$ cat src/rtl/nv_fifo_ctl_16x256.sv
// 16-deep x 256-bit valid/ready FIFO controller driving a two-port RAM.
// The RAM's registered read address acts as the FIFO head, so there is no output data register.
module nv_fifo_ctl_16x256 (
    input  logic         clk,
    input  logic         rst,
    input  logic         wr_pvld,
    output logic         wr_prdy,
    input  logic [255:0] wr_pd,
    output logic         rd_pvld,
    input  logic         rd_prdy,
    output logic [255:0] rd_pd,
    output logic [4:0]   rd_count,
    output logic         ram_we,
    output logic [3:0]   ram_wa,
    output logic [255:0] ram_di,
    output logic         ram_re,
    output logic [3:0]   ram_ra,
    input  logic [255:0] ram_dout,
    input  logic [31:0]  pwrbus_ram_pd,
    output logic [31:0]  ram_pd
);

    localparam logic [4:0] DEPTH = 5'd16;

    logic [3:0] wr_ptr;
    logic [3:0] rd_ptr;
    logic [4:0] count;
    logic [4:0] count_next;
    logic       wr_prdy_q;
    logic       rd_pvld_q;
    logic       push;
    logic       pop;

    assign push = wr_pvld & wr_prdy_q;
    assign pop  = rd_pvld_q & rd_prdy;

    always_comb begin
        count_next = count;
        if (push && !pop) begin
            count_next = count + 5'd1;
        end else if (pop && !push) begin
            count_next = count - 5'd1;
        end
    end

    // Ready/valid flags are flopped from count_next so they carry no input-to-output path.
    always_ff @(posedge clk) begin
        if (rst) begin
            wr_ptr    <= 4'd0;
            rd_ptr    <= 4'd0;
            count     <= 5'd0;
            wr_prdy_q <= 1'b1;
            rd_pvld_q <= 1'b0;
        end else begin
            if (push) begin
                wr_ptr <= wr_ptr + 4'd1;
            end
            if (pop) begin
                rd_ptr <= rd_ptr + 4'd1;
            end
            count     <= count_next;
            wr_prdy_q <= (count_next != DEPTH);
            rd_pvld_q <= (count_next != 5'd0);
        end
    end

    assign wr_prdy  = wr_prdy_q;
    assign rd_pvld  = rd_pvld_q;
    assign rd_count = count;

    assign ram_we = push & ~rst;
    assign ram_wa = wr_ptr;
    assign ram_di = wr_pd;

    // Reload the head on the first push into an empty FIFO, or advance it on a pop when a
    // successor exists (already stored, or being written this very cycle).
    always_comb begin
        ram_re = 1'b0;
        ram_ra = rd_ptr;
        if (count != 5'd0) begin
            ram_ra = rd_ptr + 4'd1;
        end
        if (!rst) begin
            ram_re = ((count == 5'd0) & push) | (pop & ((count > 5'd1) | push));
        end
    end

    assign rd_pd  = ram_dout;
    assign ram_pd = pwrbus_ram_pd;

endmodule

$ cat config.mk
export PLATFORM = sky130hd
export DESIGN_NAME = nv_fifo_ctl_16x256
export DESIGN_NICKNAME = d
export VERILOG_FILES = /design/src/rtl/nv_fifo_ctl_16x256.sv
export SDC_FILE = /design/constraint.sdc
export NUM_CORES = 1
export LEC_CHECK = 0
export CAP_MARGIN = 30
export CORE_AREA = 2 2 429 431
export DETAILED_ROUTE_END_ITERATION = 12
export DIE_AREA = 0 0 431 433
export GPL_TIMING_DRIVEN = 0
export PLACE_DENSITY = 0.3
export SETUP_SLACK_MARGIN = 0.02
export SLEW_MARGIN = 20
export SYNTH_ARGS = -nofsm -noshare
export SYNTH_HDL_FRONTEND = slang
export SYNTH_SLANG_ARGS = --single-unit
$ cat constraint.sdc
create_clock -name clk -period 2.3 [get_ports clk]
set_input_delay 0.69 -clock clk [delete_from_list [all_inputs] [get_ports clk]]
set_output_delay 0.69 -clock clk [all_outputs]
set_load 0.05 [all_outputs]
=== Word-level counts from Yosys, hierarchy flattened ===
Cells that the tools add are included.

* Bits in writable memories: 0
* Word-level logic and storage cells: 30
* Output and inout bits: 561
* Bits in latches: 0
* Memories kept: 0
* Bits in registers: 15
* ROM bits: 0
* Input port bits: 548

* Reduce and logical (&&, ||, !) cells: 7
* Div/mod/pow operators: 0
* Bitwise operators: 8
* $mul: 0
* Order comparisons: 1
* Shifts and indexed selects: 0
* Add/sub/neg operators: 4
* Equality and inequality tests: 1
* Multiplexer cells: 4

{| class="wikitable"
|+ Operators with widths
! operator !! number
|-
| $mux W5 || 2
|-
| $reduce_bool A5 Y1 || 2
|-
| $add A4 B1 Y4 const B || 2
|-
| $add A5 B1 Y5 const B || 1
|-
| $and A1 B1 Y1 || 5
|-
| $gt A5 B1 Y1 const B || 1
|-
| $logic_not A5 Y1 || 1
|-
| $ne A5 B5 Y1 const B || 1
|-
| $sub A5 B1 Y5 const B || 1
|-
| $mux W4 || 1
|-
| $logic_and A1 B1 Y1 || 2
|-
| $logic_not A1 Y1 || 2
|-
| $or A1 B1 Y1 || 2
|-
| $mux W1 || 1
|-
| $not A1 Y1 || 1
|}

=== Logic depth before layout (Yosys ltp) ===
* Depth after elaboration: 6
* Mapped depth: 7
* Mapped depth without buffers: 7

=== Least setup slack after synthesis ===
No wires, ideal clock.

* Path kind: register -> output
* Start: register count[0] (netlist: rd_count[0])
* End: output ram_ra[3]
* Required time: 1610 ps
* Data arrival time: 2226 ps
* Setup slack: -616 ps
* Buffers on the path: 0
* Cell stages (with the launch flop): 6
* Cells stage by stage: dfxtp_1 > inv_1 > ha_1 > nand2_1 > nand4_1 > xnor2_1

* Cells in the longest elaborated chain, start to end: 2

{| class="wikitable"
|+ Ends and longest elaborated chain
! element !! RTL line !! source
|-
| from (decl) || 27 || <nowiki>logic [4:0] count;</nowiki>
|-
| from (signal assigned) || 61 || <nowiki>count <= count_next;</nowiki>
|-
| $reduce_bool A5 Y1 || 80 || <nowiki>if (count != 5'd0) begin</nowiki>
|-
| $mux W4 || 80 ||
|-
| to (decl) || 17 || <nowiki>output logic [3:0] ram_ra,</nowiki>
|}

No other way between the ends.

=== Worst setup path in the final report ===
* Start: input ram_dout[43]
* End: output rd_pd[43]

{| class="wikitable"
|+ RTL lines
! element !! RTL line !! source
|-
| from (decl) || 18 || <nowiki>input logic [255:0] ram_dout,</nowiki>
|-
| to (decl) || 11 || <nowiki>output logic [255:0] rd_pd,</nowiki>
|}

No word-level cell between the ends.

==> flow_summary.toml <==
[final_layout]
final_cell_area_um2 = 13490
post-route-util_pct = 7.410
instances_no_fill = 3628
layout-drive-gt1-share_pct = 48.85
multi_input_area_um2 = 596.8
layout_common_cells = "buf_4 (551), dlygate4sd2_1 (328), clkdlybuf4s50_1 (179), dlymetal6s2s_1 (30), clkdlybuf4s15_1 (13)"
nNetsFinal = 1769
area_growth_pct = 174.1
n_fill_cell = 21277
final_common_cell = "buf_4"
seq_area_um2 = 310.3

[clocking]
clockBufferDepth = 2
cts_tree = "done"
htreeDepth = 1
root_buffer = "clkbuf_16"
hold_buffers = 0
tritoncts.num_buffers = 3
clock_sink_count = 15
path_clk_slew_ns = 0.06
clk_latency_ns = 0.25

[drt]
drt_iter0_drc = 431
routedWlPerCell_um = 31.41
vias_per_cell = 1.892
vias = 6863
dr.pass1.iters = 5
routed_wl_um = 114000
ant_nets = 0
drc = 0

[die]
io-pin-count = 1109
die_w_um = 431
core.rowCount = 157
dieArea_um2 = 186600
dieHeight_um = 433
core_area_um2 = 182100
start_util_pct = 2.703

[power_and_ir_drop]
power_density_nw_per_um2 = 381.9
leakage_nw = 6.024
ir_worst_vdd_v = 0.0002463

[yosys]
ys_types = 31
synth_area_um2 = 4922
synth_edf_count = 0
ys.flop_type = "dfxtp_1"
syn_avg_cell_area_um2 = 7.667
syn_nets = 1196
synthCells = 642
synth_warnings = 0
async_flop_share_pct = 0
ys_ff_latch = 15
ys_seq_area_share_pct = 6.101

[global_route]
grt_pass1_wl_um = 125300
grt_usage_pct = 11.48
gr-total-overflow = 0
grt_pass1_vias = 6286
antenna_found_initial = 171
grt_max_degree = 11

[critical_path]
crit_slowest_cell = "dlygate4sd2_1"
cp.required_ns = 1.61
r2r-start = "rd_count[0]$_SDFF_PP0_"
cp.arrival_ns = 1.59
crit_family = "buffers and inverters"
critPathBufInv = 2
reg2reg_slack_ns = 0.32
slowest_delay_ns = 0.81
reg2reg_to = "rd_pvld$_SDFF_PP0_"
crit_path_start_kind = "primary input"
crit_type = "primary input to output port"
crit_chain = "buf_4 > dlygate4sd2_1"
rr_worst_depth = 8
path_max_fanout = 1
critPathCaptureType = "output port"

[worst_hold_path]
worstHoldEndpoint = "ram_wa[1]$_SDFFE_PP0N_"
hp-start = "ram_wa[1]$_SDFFE_PP0N_"
hold_path_depth = 2
hold_path.class = "register to register"

[timing]
timing.fmax_ghz = 0.4379
rsz0062_at_grt = "yes"
skew_ns = 0.007871
final-setup-viol-count = 0
period_share_pct = 99.29
worst_pin_slew_ns = 0.9649
maxSlewViolCount = 0
layout_min_cycle_time_ns = 2.284
finalHoldViolations = 0
slew_headroom_pct = 35.93

[placed_design]
hpwlAfterDp_um = 110200
dp.cells = 3590
gp_congestion = 0.9639
postPlaceCellArea_um2 = 13580
port-buffer-count = 563

[job]
cap_violations = 0

[outcome]
outcome = "finished, final reports clean"
## stage by stage
| stage | hold slack [ns] | power (W) | TNS (ns) | setup slack, ns |
|---|---|---|---|---|
| 3_3_place_gp | 0.5053 | 0.005051 | -37.89 | -1.041 |
| 4_1_cts | 0.5214 | 0.005219 | -0.07969 | -0.07969 |
| 2_1_floorplan | 0.4761 | 0.003285 | -0.08316 | -0.04533 |
| 5_1_grt | 0.5583 | 0.005354 | -0.002030 | -0.002030 |
| 6_report | 0.5127 | 0.005154 | 0 | 0.01629 |
| 3_5_place_dp | 0.5104 | 0.005018 | -36.05 | -1.036 |
## worst max path at each step
| stage | from | slack [ns] | depth (start not counted) | end |
|---|---|---|---|---|
| finish | ram_dout[43] | 0.02 | 2 | rd_pd[43] |
| global placement | wr_pvld | -1.04 | 6 | ram_re |
| CTS | rd_prdy | -0.08 | 6 | ram_re |
| detailed placement | wr_pvld | -1.04 | 6 | ram_re |
| global route | rd_count[3]$_SDFF_PP0_ | -0.002 | 6 | ram_re |
| floorplan | rd_count[0]$_SDFF_PP0_ | -0.05 | 5 | ram_ra[3] |
## cells in the mapped netlist (2+ instances only)
library cell	instances	share of area (%)
buf_4	544	83
dfxtp_1	15	6.1
nor2_1	14	1.1
nand2_1	13	0.99
ha_1	6	1.5
xnor2_1	6	1.1
xor2_1	6	1.1
a21oi_1	5	0.51
nand3_1	4	0.41
nand4_1	3	0.38
a31oi_1	2	0.25
buf_6	2	0.46
clkbuf_1	2	0.15
inv_1	2	0.15
o22ai_1	2	0.25
## metal layers
layer / up-vias / GRT usage [%] / share of wire, %
li1: 2617 / - / -
met2: 865 / 20.43 / 50
met3: 244 / 7.444 / 15
met4: 38 / 0.8341 / 1.8
met5: - / 1.093 / 0.68
met1: 3099 / 11.53 / 33
## worst reg2reg max path: stages, from the launching register on
cell      delay [ns]
dfxtp_4         0.35
buf_4           0.16
buf_4           0.15
ha_1            0.22
and3_1          0.18
mux2i_1         0.22
xor2_1          0.21
a21boi_2        0.23
a31oi_1         0.11
## final cells by class
cell class,count,area share [%]
Antenna cell,29,0.5378
Buffer,548,30.51
Clock buffer,3,0.5563
Clock inverter,1,0.03709
Inverter,2,0.05563
Multi-Input combinational cell,77,4.423
Sequential cell,15,2.299
Tap cell,2385,22.11
Timing Repair Buffer,568,39.47
## report_power, final
part           switching [W]  internal [W]  leakage, nW
Combinational        0.00305       0.00141         5.86
Clock               0.000122      0.000233       0.0411
Sequential         0.0000497      0.000298        0.125
## timing repair
| action | in CTS | in global routing |
|---|---|---|
| pin swaps | 4 | 3 |
| buffers inserted | 5 | 0 |
| endpoints found under the setup margin | 352 | 36 |
| resized for setup | 417 | 46 |
## cell families (layout without fill, tap and decap cells)
kind of cell | count (synthesis) | in the layout | synth area share, %
multiplexers | 2 | 2 | 0.4321
flip-flops | 15 | 15 | 6.101
adder cells (fa/ha/maj) | 6 | 6 | 1.525
AND/OR/NAND/NOR | 42 | 42 | 4.093
XOR/XNOR | 12 | 12 | 2.135
buffers and inverters | 550 | 1122 | 83.73
other | 0 | 29 | 0
AO/OA/AOI/OAI | 15 | 15 | 1.983
## state kept, by name (all words and copies together) (netlist names)
name,cells
ram_wa,4
rd_ptr,4
wr_prdy,1
rd_count,5
rd_pvld,1
Note: power is estimated with default switching activity, not from simulation.
